`src/rtl/rvcore_mem_responder_pkg.sv`:
```
// rvcore_mem_responder_pkg: shared encodings for the memory responder
//   data ctrl codes, FSM states, line geometry, store decode helper
package rvcore_mem_responder_pkg;
    localparam int LINE_W   = 128;
    localparam int LINE_OFF = 4;
    localparam logic [2:0] CTRL_IDLE = 3'b000;
    localparam logic [2:0] CTRL_LOAD = 3'b001;
    localparam logic [2:0] CTRL_ST_B = 3'b100;
    localparam logic [2:0] CTRL_ST_H = 3'b101;
    localparam logic [2:0] CTRL_ST_W = 3'b110;
    typedef enum logic [1:0] {S_IDLE, S_ISSUE, S_WAIT_R, S_DONE} state_e;
    function automatic logic is_store(input logic [2:0] c);
        return c == CTRL_ST_B || c == CTRL_ST_H || c == CTRL_ST_W;
    endfunction
endpackage

```
`src/rtl/rvcore_mem_responder_if.sv`:
```
// rvcore_mem_responder_if: core request/response and DRAM line port bundle
//   slave  = responder view, master = core + DRAM model view
interface rvcore_mem_responder_if;
    import rvcore_mem_responder_pkg::*;
    logic              i_insn_req;
    logic [31:0]       i_insn_addr;
    logic [2:0]        i_data_ctrl;
    logic [31:0]       i_data_addr;
    logic [31:0]       i_data_wdata;
    logic              i_flush;
    logic [LINE_W-1:0] o_insn_data;
    logic [LINE_W-1:0] o_data_data;
    logic              o_busy;
    logic              o_cache_invalidate;
    logic [31:0]       o_cache_invalidate_address;
    logic [31:0]       o_inv_hartid;
    logic              o_dram_req;
    logic              o_dram_we;
    logic [31:0]       o_dram_addr;
    logic [LINE_W-1:0] o_dram_wdata;
    logic [LINE_W/8-1:0] o_dram_wmask;
    logic              i_dram_ready;
    logic              i_dram_rvalid;
    logic [LINE_W-1:0] i_dram_rdata;
    modport slave (
        input  i_insn_req, i_insn_addr, i_data_ctrl, i_data_addr, i_data_wdata, i_flush,
               i_dram_ready, i_dram_rvalid, i_dram_rdata,
        output o_insn_data, o_data_data, o_busy, o_cache_invalidate, o_cache_invalidate_address,
               o_inv_hartid, o_dram_req, o_dram_we, o_dram_addr, o_dram_wdata, o_dram_wmask
    );
    modport master (
        output i_insn_req, i_insn_addr, i_data_ctrl, i_data_addr, i_data_wdata, i_flush,
               i_dram_ready, i_dram_rvalid, i_dram_rdata,
        input  o_insn_data, o_data_data, o_busy, o_cache_invalidate, o_cache_invalidate_address,
               o_inv_hartid, o_dram_req, o_dram_we, o_dram_addr, o_dram_wdata, o_dram_wmask
    );
endinterface

```
`src/rtl/rvcore_store_lane.sv`:
```
// rvcore_store_lane: places a right-aligned store into a 128-bit line
//   size_i (00 byte/01 half/10 word), addr_i line offset, wdata_i -> wdata_o line, wmask_o byte enables
module rvcore_store_lane
    import rvcore_mem_responder_pkg::*;
(
    input  logic [1:0]          size_i,
    input  logic [LINE_OFF-1:0] addr_i,
    input  logic [31:0]         wdata_i,
    output logic [LINE_W-1:0]   wdata_o,
    output logic [LINE_W/8-1:0] wmask_o
);
    logic [31:0] lane;
    // Replicating across every byte position lets the mask alone pick the target bytes.
    assign lane    = size_i == 2'b00 ? {4{wdata_i[7:0]}} : size_i == 2'b01 ? {2{wdata_i[15:0]}} : wdata_i;
    assign wdata_o = {4{lane}};
    assign wmask_o = size_i == 2'b00 ? 16'h0001 << addr_i
                   : size_i == 2'b01 ? 16'h0003 << {addr_i[3:1], 1'b0}
                   : 16'h000F << {addr_i[3:2], 2'b00};
endmodule

```
`src/rtl/rvcore_mem_responder.sv`:
```
// rvcore_mem_responder: arbitrates fetch/load/store onto a 128-bit line DRAM port
//   CLK, RST_X (async active-low); bus: core requests, line responses, busy,
//   store invalidate pulse, DRAM request/response; one-entry fetch line buffer
module rvcore_mem_responder
    import rvcore_mem_responder_pkg::*;
#(
    parameter bit          IBUF_EN = 1'b1,
    parameter logic [31:0] MHARTID = 32'd0
) (
    input logic                   CLK,
    input logic                   RST_X,
    rvcore_mem_responder_if.slave bus
);
    state_e                state_q;
    logic                  is_insn_q, busy_q, req_q, we_q, inv_q, ibuf_valid_q;
    logic [31:0]           addr_q, inv_addr_q;
    logic [31-LINE_OFF:0]  ibuf_tag_q;
    logic [LINE_W-1:0]     wdata_q, insn_data_q, data_data_q, st_wdata_d;
    logic [LINE_W/8-1:0]   wmask_q, st_wmask_d;
    logic                  is_load, is_st, ibuf_hit;

    assign is_load  = bus.i_data_ctrl == CTRL_LOAD;
    assign is_st    = is_store(bus.i_data_ctrl);
    assign ibuf_hit = IBUF_EN && ibuf_valid_q && ibuf_tag_q == bus.i_insn_addr[31:LINE_OFF];

    rvcore_store_lane u_lane (
        .size_i  (bus.i_data_ctrl[1:0]),
        .addr_i  (bus.i_data_addr[LINE_OFF-1:0]),
        .wdata_i (bus.i_data_wdata),
        .wdata_o (st_wdata_d),
        .wmask_o (st_wmask_d)
    );

    always_ff @(posedge CLK or negedge RST_X) begin
        if (!RST_X) begin
            state_q      <= S_IDLE;
            is_insn_q    <= 1'b0;
            busy_q       <= 1'b0;
            req_q        <= 1'b0;
            we_q         <= 1'b0;
            inv_q        <= 1'b0;
            ibuf_valid_q <= 1'b0;
            addr_q       <= '0;
            inv_addr_q   <= '0;
            ibuf_tag_q   <= '0;
            wdata_q      <= '0;
            wmask_q      <= '0;
            insn_data_q  <= '0;
            data_data_q  <= '0;
        end else begin
            inv_q <= 1'b0;
            case (state_q)
                S_IDLE:
                    if (is_load || is_st) begin
                        is_insn_q <= 1'b0;
                        req_q     <= 1'b1;
                        busy_q    <= 1'b1;
                        we_q      <= is_st;
                        addr_q    <= {bus.i_data_addr[31:LINE_OFF], {LINE_OFF{1'b0}}};
                        wdata_q   <= is_st ? st_wdata_d : '0;
                        wmask_q   <= is_st ? st_wmask_d : '0;
                        state_q   <= S_ISSUE;
                    end else if (bus.i_insn_req && !ibuf_hit) begin
                        // On a hit nothing moves: o_insn_data is only ever written by
                        // fetch fills, so it already holds the buffered line.
                        is_insn_q <= 1'b1;
                        req_q     <= 1'b1;
                        busy_q    <= 1'b1;
                        we_q      <= 1'b0;
                        addr_q    <= {bus.i_insn_addr[31:LINE_OFF], {LINE_OFF{1'b0}}};
                        wdata_q   <= '0;
                        wmask_q   <= '0;
                        state_q   <= S_ISSUE;
                    end
                S_ISSUE:
                    if (bus.i_dram_ready) begin
                        req_q <= 1'b0;
                        if (we_q) begin
                            busy_q     <= 1'b0;
                            inv_q      <= 1'b1;
                            inv_addr_q <= addr_q;
                            state_q    <= S_DONE;
                            if (ibuf_tag_q == addr_q[31:LINE_OFF]) ibuf_valid_q <= 1'b0;
                        end else begin
                            state_q <= S_WAIT_R;
                        end
                    end
                S_WAIT_R:
                    if (bus.i_dram_rvalid) begin
                        busy_q  <= 1'b0;
                        state_q <= S_DONE;
                        if (is_insn_q) begin
                            insn_data_q  <= bus.i_dram_rdata;
                            ibuf_tag_q   <= addr_q[31:LINE_OFF];
                            ibuf_valid_q <= IBUF_EN;
                        end else begin
                            data_data_q <= bus.i_dram_rdata;
                        end
                    end
                default: state_q <= S_IDLE;
            endcase
            // Flush wins over a fill landing on the same edge.
            if (bus.i_flush) ibuf_valid_q <= 1'b0;
        end
    end

    assign bus.o_insn_data                = insn_data_q;
    assign bus.o_data_data                = data_data_q;
    assign bus.o_busy                     = busy_q;
    assign bus.o_cache_invalidate         = inv_q;
    assign bus.o_cache_invalidate_address = inv_addr_q;
    assign bus.o_inv_hartid               = MHARTID;
    assign bus.o_dram_req                 = req_q;
    assign bus.o_dram_we                  = we_q;
    assign bus.o_dram_addr                = addr_q;
    assign bus.o_dram_wdata               = wdata_q;
    assign bus.o_dram_wmask               = wmask_q;
endmodule

```
`src/flat_wrapper.sv`:
```
// flat-port wrapper written by rule: the top's interface ports become plain ports
module rvcore_mem_responder_flat import rvcore_mem_responder_pkg::*;
#(
    parameter bit          IBUF_EN = 1'b1,
    parameter logic [31:0] MHARTID = 32'd0
)
  (CLK, RST_X, bus_i_insn_req, bus_i_insn_addr, bus_i_data_ctrl, bus_i_data_addr, bus_i_data_wdata, bus_i_flush, bus_i_dram_ready, bus_i_dram_rvalid, bus_i_dram_rdata, bus_o_insn_data, bus_o_data_data, bus_o_busy, bus_o_cache_invalidate, bus_o_cache_invalidate_address, bus_o_inv_hartid, bus_o_dram_req, bus_o_dram_we, bus_o_dram_addr, bus_o_dram_wdata, bus_o_dram_wmask);
  rvcore_mem_responder_if bus_i ();
  input logic CLK;
  input logic RST_X;
  input wire logic [$bits(bus_i.i_insn_req)-1:0] bus_i_insn_req;
  input wire logic [$bits(bus_i.i_insn_addr)-1:0] bus_i_insn_addr;
  input wire logic [$bits(bus_i.i_data_ctrl)-1:0] bus_i_data_ctrl;
  input wire logic [$bits(bus_i.i_data_addr)-1:0] bus_i_data_addr;
  input wire logic [$bits(bus_i.i_data_wdata)-1:0] bus_i_data_wdata;
  input wire logic [$bits(bus_i.i_flush)-1:0] bus_i_flush;
  input wire logic [$bits(bus_i.i_dram_ready)-1:0] bus_i_dram_ready;
  input wire logic [$bits(bus_i.i_dram_rvalid)-1:0] bus_i_dram_rvalid;
  input wire logic [$bits(bus_i.i_dram_rdata)-1:0] bus_i_dram_rdata;
  output wire logic [$bits(bus_i.o_insn_data)-1:0] bus_o_insn_data;
  output wire logic [$bits(bus_i.o_data_data)-1:0] bus_o_data_data;
  output wire logic [$bits(bus_i.o_busy)-1:0] bus_o_busy;
  output wire logic [$bits(bus_i.o_cache_invalidate)-1:0] bus_o_cache_invalidate;
  output wire logic [$bits(bus_i.o_cache_invalidate_address)-1:0] bus_o_cache_invalidate_address;
  output wire logic [$bits(bus_i.o_inv_hartid)-1:0] bus_o_inv_hartid;
  output wire logic [$bits(bus_i.o_dram_req)-1:0] bus_o_dram_req;
  output wire logic [$bits(bus_i.o_dram_we)-1:0] bus_o_dram_we;
  output wire logic [$bits(bus_i.o_dram_addr)-1:0] bus_o_dram_addr;
  output wire logic [$bits(bus_i.o_dram_wdata)-1:0] bus_o_dram_wdata;
  output wire logic [$bits(bus_i.o_dram_wmask)-1:0] bus_o_dram_wmask;
  assign bus_i.i_insn_req = bus_i_insn_req;
  assign bus_i.i_insn_addr = bus_i_insn_addr;
  assign bus_i.i_data_ctrl = bus_i_data_ctrl;
  assign bus_i.i_data_addr = bus_i_data_addr;
  assign bus_i.i_data_wdata = bus_i_data_wdata;
  assign bus_i.i_flush = bus_i_flush;
  assign bus_i.i_dram_ready = bus_i_dram_ready;
  assign bus_i.i_dram_rvalid = bus_i_dram_rvalid;
  assign bus_i.i_dram_rdata = bus_i_dram_rdata;
  assign bus_o_insn_data = bus_i.o_insn_data;
  assign bus_o_data_data = bus_i.o_data_data;
  assign bus_o_busy = bus_i.o_busy;
  assign bus_o_cache_invalidate = bus_i.o_cache_invalidate;
  assign bus_o_cache_invalidate_address = bus_i.o_cache_invalidate_address;
  assign bus_o_inv_hartid = bus_i.o_inv_hartid;
  assign bus_o_dram_req = bus_i.o_dram_req;
  assign bus_o_dram_we = bus_i.o_dram_we;
  assign bus_o_dram_addr = bus_i.o_dram_addr;
  assign bus_o_dram_wdata = bus_i.o_dram_wdata;
  assign bus_o_dram_wmask = bus_i.o_dram_wmask;
  rvcore_mem_responder #(.IBUF_EN(IBUF_EN), .MHARTID(MHARTID)) u_core (.CLK(CLK), .RST_X(RST_X), .bus(bus_i));
endmodule
```
`config.mk`:
```
export PLATFORM = sky130hd
export DESIGN_NAME = rvcore_mem_responder_flat
export DESIGN_NICKNAME = d
export VERILOG_FILES = /design/src/rtl/rvcore_mem_responder_pkg.sv /design/src/rtl/rvcore_mem_responder_if.sv /design/src/rtl/rvcore_store_lane.sv /design/src/rtl/rvcore_mem_responder.sv /design/src/flat_wrapper.sv
export SDC_FILE = /design/constraint.sdc
export NUM_CORES = 1
export LEC_CHECK = 0
export CAP_MARGIN = 20
export CORE_AREA = 2 2 287 289
export CTS_CLUSTER_DIAMETER = 120
export DETAILED_ROUTE_END_ITERATION = 10
export DIE_AREA = 0 0 289 291
export PLACE_DENSITY = 0.47
export SLEW_MARGIN = 0
export SYNTH_ARGS = -nofsm -noshare
export SYNTH_HDL_FRONTEND = slang
export SYNTH_SLANG_ARGS = --single-unit
```
`constraint.sdc`:
```
create_clock -name CLK -period 2.9 [get_ports CLK]
set_input_delay 0.725 -clock CLK [delete_from_list [all_inputs] [get_ports CLK]]
set_output_delay 0.725 -clock CLK [all_outputs]
set_load 0.01 [all_outputs]
```
Yosys cells after proc, flatten, opt, wreduce, memory -nomap -nowiden --
Cells that the tools add are included.
Word-level totals: flip-flop bits (word level) 500, bits of input ports 233, output and inout bits 500, logic and storage cells 95
Operators by class: equal/unequal tests 18, shifts and indexed selects 3, multiplexer cells 39, bitwise operators 1, reduce and logical (&&, ||, !) cells 20
Operator list (number):
- 2-to-1 mux 128 bit | 3
- 2-to-1 mux 32 bit | 4
- 2-to-1 mux 16 bit | 5
- equality test 28 bit | 2
- 2-to-1 mux 1 bit | 19
- left shift 1 x 4 -> 16 bit, first input constant | 1
- left shift 2 x 4 -> 16 bit, first input constant | 1
- left shift 4 x 4 -> 16 bit, first input constant | 1
- AND reduction 3 bit | 5
- equality test 3 bit, second input constant | 3
- != test 3 x 2 -> 1 bit, second input constant | 3
- 2-to-1 mux 2 bit | 4
- != test 3 bit, second input constant | 2
- case mux 2 bit (3 select lines) | 1
- AND reduction 6 bit | 1
- nonzero test 3 bit | 2
- AND reduction 5 bit | 1
- equality test 2 x 1 -> 1 bit, second input constant | 2
- zero test 2 bit | 2
- != test 2 bit, second input constant | 2
- case mux 1 bit (2 select lines) | 2
- nonzero test 2 bit | 2
- equality test 3 x 1 -> 1 bit, second input constant | 1
- logical OR 1 bit | 3
- 8 further kinds | 9

Depth between registers and ports, before layout --
depth after elaboration 7, mapped depth 9, depth with buffers taken out 7

Cells and area by module --
A second synthesis with hierarchy kept.
Second synthesis, totals: cells, all modules 1559, area, all modules 20706.1 µm²
Modules (own cells, without submodules):
- rvcore_mem_responder | instances 1, cells each 1384, area each 19423.6 µm², seq. area each 12311.8 µm²
- rvcore_store_lane | instances 1, cells each 175, area each 1282.5 µm², seq. area each 0.0 µm²

Least setup slack after synthesis --
Ideal clock, no wire load.
path type input-to-reg, start point in bus_i_insn_addr[21], end point reg u_core.addr_q[11] (netlist: u_core.bus.o_dram_addr[11]), library setup time 123 ps, arrival time 2418 ps, data required time 2777 ps, slack 359 ps, stages on the path 7, path buffers 1, cell sequence xor2_1 -> nor4_1 -> nand3_1 -> o41ai_4 -> a21oi_2 -> buf_6 -> o221a_2
Between the ends: word-level cells in the longest chain between the ends 6
RTL lines:
- start: declaration | RTL line flat_wrapper.sv:12 | input wire logic [$bits(bus_i.i_insn_addr)-1:0] bus_i_insn_addr;
- equality test 28 bit | RTL line rvcore_mem_responder.sv:24 | assign ibuf_hit = IBUF_EN && ibuf_valid_q && ibuf_tag_q == bus.i_insn_addr[31:LINE_OFF];
- logical AND 1 bit | RTL line rvcore_mem_responder.sv:24
- zero test 1 bit | RTL line rvcore_mem_responder.sv:63 | end else if (bus.i_insn_req && !ibuf_hit) begin
- logical AND 1 bit | RTL line rvcore_mem_responder.sv:63
- nonzero test 2 bit (no line)
- AND reduction 2 bit (no line)
- end signal: assignment | RTL line rvcore_mem_responder.sv:59 | addr_q <= {bus.i_data_addr[31:LINE_OFF], {LINE_OFF{1'b0}}};
- end signal: assignment | RTL line rvcore_mem_responder.sv:70 | addr_q <= {bus.i_insn_addr[31:LINE_OFF], {LINE_OFF{1'b0}}};
- end: declaration | RTL line rvcore_mem_responder.sv:16 | logic [31:0] addr_q, inv_addr_q;
No other way between the ends. A chain may end at the register's enable or synchronous reset.

Final worst setup path --
start point in bus_i_insn_addr[21], end point reg u_core.wmask_q[8] (netlist: u_core.bus.o_dram_wmask[8])
Between the ends: word-level cells in the longest chain between the ends 6
RTL lines:
- equality test 28 bit | RTL line rvcore_mem_responder.sv:24
- logical AND 1 bit | RTL line rvcore_mem_responder.sv:24
- zero test 1 bit | RTL line rvcore_mem_responder.sv:63
- logical AND 1 bit | RTL line rvcore_mem_responder.sv:63
- nonzero test 2 bit (no line)
- AND reduction 2 bit (no line)
- end signal: assignment | RTL line rvcore_mem_responder.sv:61 | wmask_q <= is_st ? st_wmask_d : '0;
- end: declaration | RTL line rvcore_mem_responder.sv:19 | logic [LINE_W/8-1:0] wmask_q, st_wmask_d;
No other way between the ends.

==> impl_metrics.ini <==
[setup_path]
start_kind = input pin
required_ns = 3.39
reg2reg_depth = 9
crit_chain = clkdlybuf4s50_1 > xor2_1 > nor4_2 > buf_4 > nand3_1 > o41ai_4 > buf_4 > a21o_2 > buf_12 > o2bb2ai_1
path_class = input pin to flip-flop
endpoint_kind = flip-flop
cp_slowest_cell = o41ai_4
reg2reg_slack_ns = 0.30
path_max_fanout = 49
r2r_start = u_core.ibuf_tag_q[17]$_DFFE_PN0P_
crit_path_frequent_cell = buf_4
crit_arrival_ns = 3.25
worst_path_largest_cell_delay_ns = 0.47
rr_endpoint = u_core.bus.o_dram_wmask[8]$_DFFE_PN0P_

[synth]
synthArstFlopShare_pct = 100
synth_top_family_by_area = multiplexers
ys_ff_latch = 396
yosys.area.top_type = dfrtp_1
syn_area_per_cell_um2 = 14.3
synth_cell_types = 49
synthMostInstantiatedCell = dfrtp_1
synthTopCellsByCount = dfrtp_1, mux2_2, buf_4
synth_area_um2 = 17000
synth_area_leaders = dfrtp_1, mux2_2, buf_4
muxShareOfSynthArea_pct = 22.3
synthSimpleGateAreaFrac_pct = 2.68
synth_cells = 1195
synthAdderAreaFrac_pct = 0.367
synth_ff_type = dfrtp_1
seq_area_frac_synth_pct = 58.2
synth_compound_area_share_pct = 5.74
synth-edff-count = 0
synth_warnings = 0
yosysTopAreaCellShare_pct = 58.2
synth-xor-area-share_pct = 2.52

[grt]
grt_max_degree = 82
met1_usage_pct = 16.5
top_usage_layer = met2
grt_use_total_pct = 13.8
use_met2_pct = 23.4
antenna_found_initial = 7
grt_pass1_vias = 12900
grt_pass1_wl_um = 87500
gr-total-overflow = 0
use_met3_pct = 4.03

[clock_network]
cts_tree = yes
clock_latency_ns = 0.59
cts_max_level = 2
cts.clk_slew.worst_paths_ns = 0.06
cts_sinks = 396
root_buffer = clkbuf_16
numCtsBuffers = 49
cts_buffer_depth = 3

[place]
io_buffers = 688
place_hpwl_um = 45400
placedCellCount = 2846
place_congestion = 0.788
pre_cts_slack_ns = -0.649

[sta]
fin_worst_skew_ns = 0.0234
rsz0062_at_grt = false
post-route-min-period_ns = 2.76
max_freq_ghz = 0.363
setup_viol = 0
hold_violations = 0
postLayoutSetupSlackWorst_ns = 0.142
relSlewSlack_pct = 43.2
fin_crit_sh_pct = 95.1
worstMarginPinSlew_ns = 0.843
slew_viol_final = 0

[floorplanning]
die_area_um2 = 84100
fp.dieH_um = 291
initial_core_util_pct = 21.0
die_x_um = 289
num_io_pins = 733
rows = 105
core_area_um2 = 81200

[layout]
drive_gt1_share_pct = 26.2
layoutNonFillerInstCount = 2938
nets = 2065
nFillCells = 8114
syn2layout_area_growth_pct = 54.1

[routing]
firstDrtPassIters = 4
routed_via_density = 4.10
totalWireLength_um = 59800
vias = 12000
drc = 0
wl_per_cell_um = 20.4
antenna_left = 0
drt_iter0_drc = 460

[power_and_ir_drop]
power_leakage_nw = 10.8
peakVddDrop_mv = 0.555
powerDensity_nw_per_um2 = 1170

[worst_hold_path]
hold_class = input pin to async pin

[flow_run]
maxCapViolations = 0

[status]
outcome = complete, no violations
-- metrics by stage --
step                TNS, ns  hold WS (ns)  instance area (um^2)  power [mW]  util (%)
finish                    0        0.0521                 26300        30.7      32.3
detailed placement   -50.00         0.474                 24700        25.0      30.4
global route              0        0.0493                 26300        32.4      32.3
CTS                       0        0.0351                 26200        31.2      32.3
floorplan                 0         0.429                 17200        16.8         -
global placement     -45.51         0.475                 24700        24.9      30.4
-- where the power goes --
| group | total, mW | internal [mW] | switching [mW] |
|---|---|---|---|
| sequential | 10.5 | 8.30 | 2.15 |
| combinational | 14.3 | 8.68 | 5.62 |
| clock | 5.93 | 3.46 | 2.46 |
-- cell families after synthesis --
group,count (synthesis)
fa+ha+maj,5
compound gates,108
flops,396
buf+inv,213
xor+xnor,49
mux,341
simple gates,82
other cells,1
-- layer usage --
metal | vias up | part of all wire [%]
met1 | 6139 | 40
met2 | 426 | 50
met4 | 4 | 2.9
met5 | - | 0.043
met3 | 98 | 7.2
li1 | 5375 | -
-- critical path, delay by kind of cell --
| kind | cells | cell delay, ns |
|---|---|---|
| AND/OR/NAND/NOR | 2 | 0.51 |
| buffers and inverters | 4 | 1.02 |
| AO/OA/AOI/OAI | 3 | 0.76 |
| XOR/XNOR | 1 | 0.18 |
-- repair_timing --
action / CTS / global route
buffers inserted: 0 / 0
resized for setup: 1 / 1
hold buffers: 0 / 0
endpoints found under the setup margin: 28 / 22
-- sequential cells by signal, indices dropped and copies added, names as in the netlist --
| name | flops |
|---|---|
| u_core.ibuf_tag_q | 28 |
| u_core.bus.o_dram_we | 1 |
| u_core.bus.o_dram_addr | 28 |
| u_core.ibuf_valid_q | 1 |
| u_core.bus.o_insn_data | 128 |
| u_core.state_q | 2 |
| u_core.bus.o_dram_req | 1 |
| u_core.bus.o_busy | 1 |
| u_core.bus.o_dram_wdata | 32 |
| u_core.bus.o_cache_invalidate | 1 |
| u_core.bus.o_cache_invalidate_address | 28 |
| u_core.bus.o_data_data | 128 |
| u_core.bus.o_dram_wmask | 16 |
| u_core.is_insn_q | 1 |
-- worst max-delay path by stage --
stage	from	depth (start not counted)	slack, ns	endpoint
detailed placement	bus_i_insn_addr[21]	10	-0.65	u_core.bus.o_dram_wmask[5]$_DFFE_PN0P_
CTS	bus_i_insn_addr[24]	10	0.1	u_core.bus.o_dram_wmask[8]$_DFFE_PN0P_
finish	bus_i_insn_addr[21]	10	0.14	u_core.bus.o_dram_wmask[8]$_DFFE_PN0P_
global placement	bus_i_insn_addr[21]	10	-0.59	u_core.bus.o_dram_wdata[120]$_DFFE_PN0P_
floorplan	bus_i_insn_addr[21]	7	0.36	u_core.bus.o_dram_addr[11]$_DFFE_PN0P_
global route	bus_i_insn_addr[21]	10	0.01	u_core.bus.o_dram_wmask[12]$_DFFE_PN0P_
-- layout make-up --
type / count / area (um^2) / share of cell area, %
Timing Repair Buffer: 737 / 7450 / 28.4
Sequential cell: 396 / 9910 / 37.7
Antenna cell: 4 / 10.0 / 0.0381
Tap cell: 1070 / 1340 / 5.10
Inverter: 18 / 67.6 / 0.257
Multi-Input combinational cell: 625 / 5920 / 22.6
Clock buffer: 71 / 1410 / 5.37
Clock inverter: 17 / 149 / 0.567
-- layout by cell type (no fill, tap or decap), types with 15 or more instances in the layout --
| master | count |
|---|---|
| a22o_1 | 18 |
| buf_12 | 15 |
| buf_4 | 34 |
| clkbuf_16 | 49 |
| clkdlybuf4s50_1 | 687 |
| conb_1 | 40 |
| dfrtp_1 | 396 |
| inv_1 | 18 |
| mux2_2 | 314 |
| mux2i_1 | 26 |
| nand2_1 | 19 |
| o221a_2 | 25 |
| o2bb2ai_1 | 29 |
| or3_2 | 15 |
| xnor2_1 | 29 |
| xor2_1 | 20 |
Note: power is estimated with default switching activity, not from simulation.
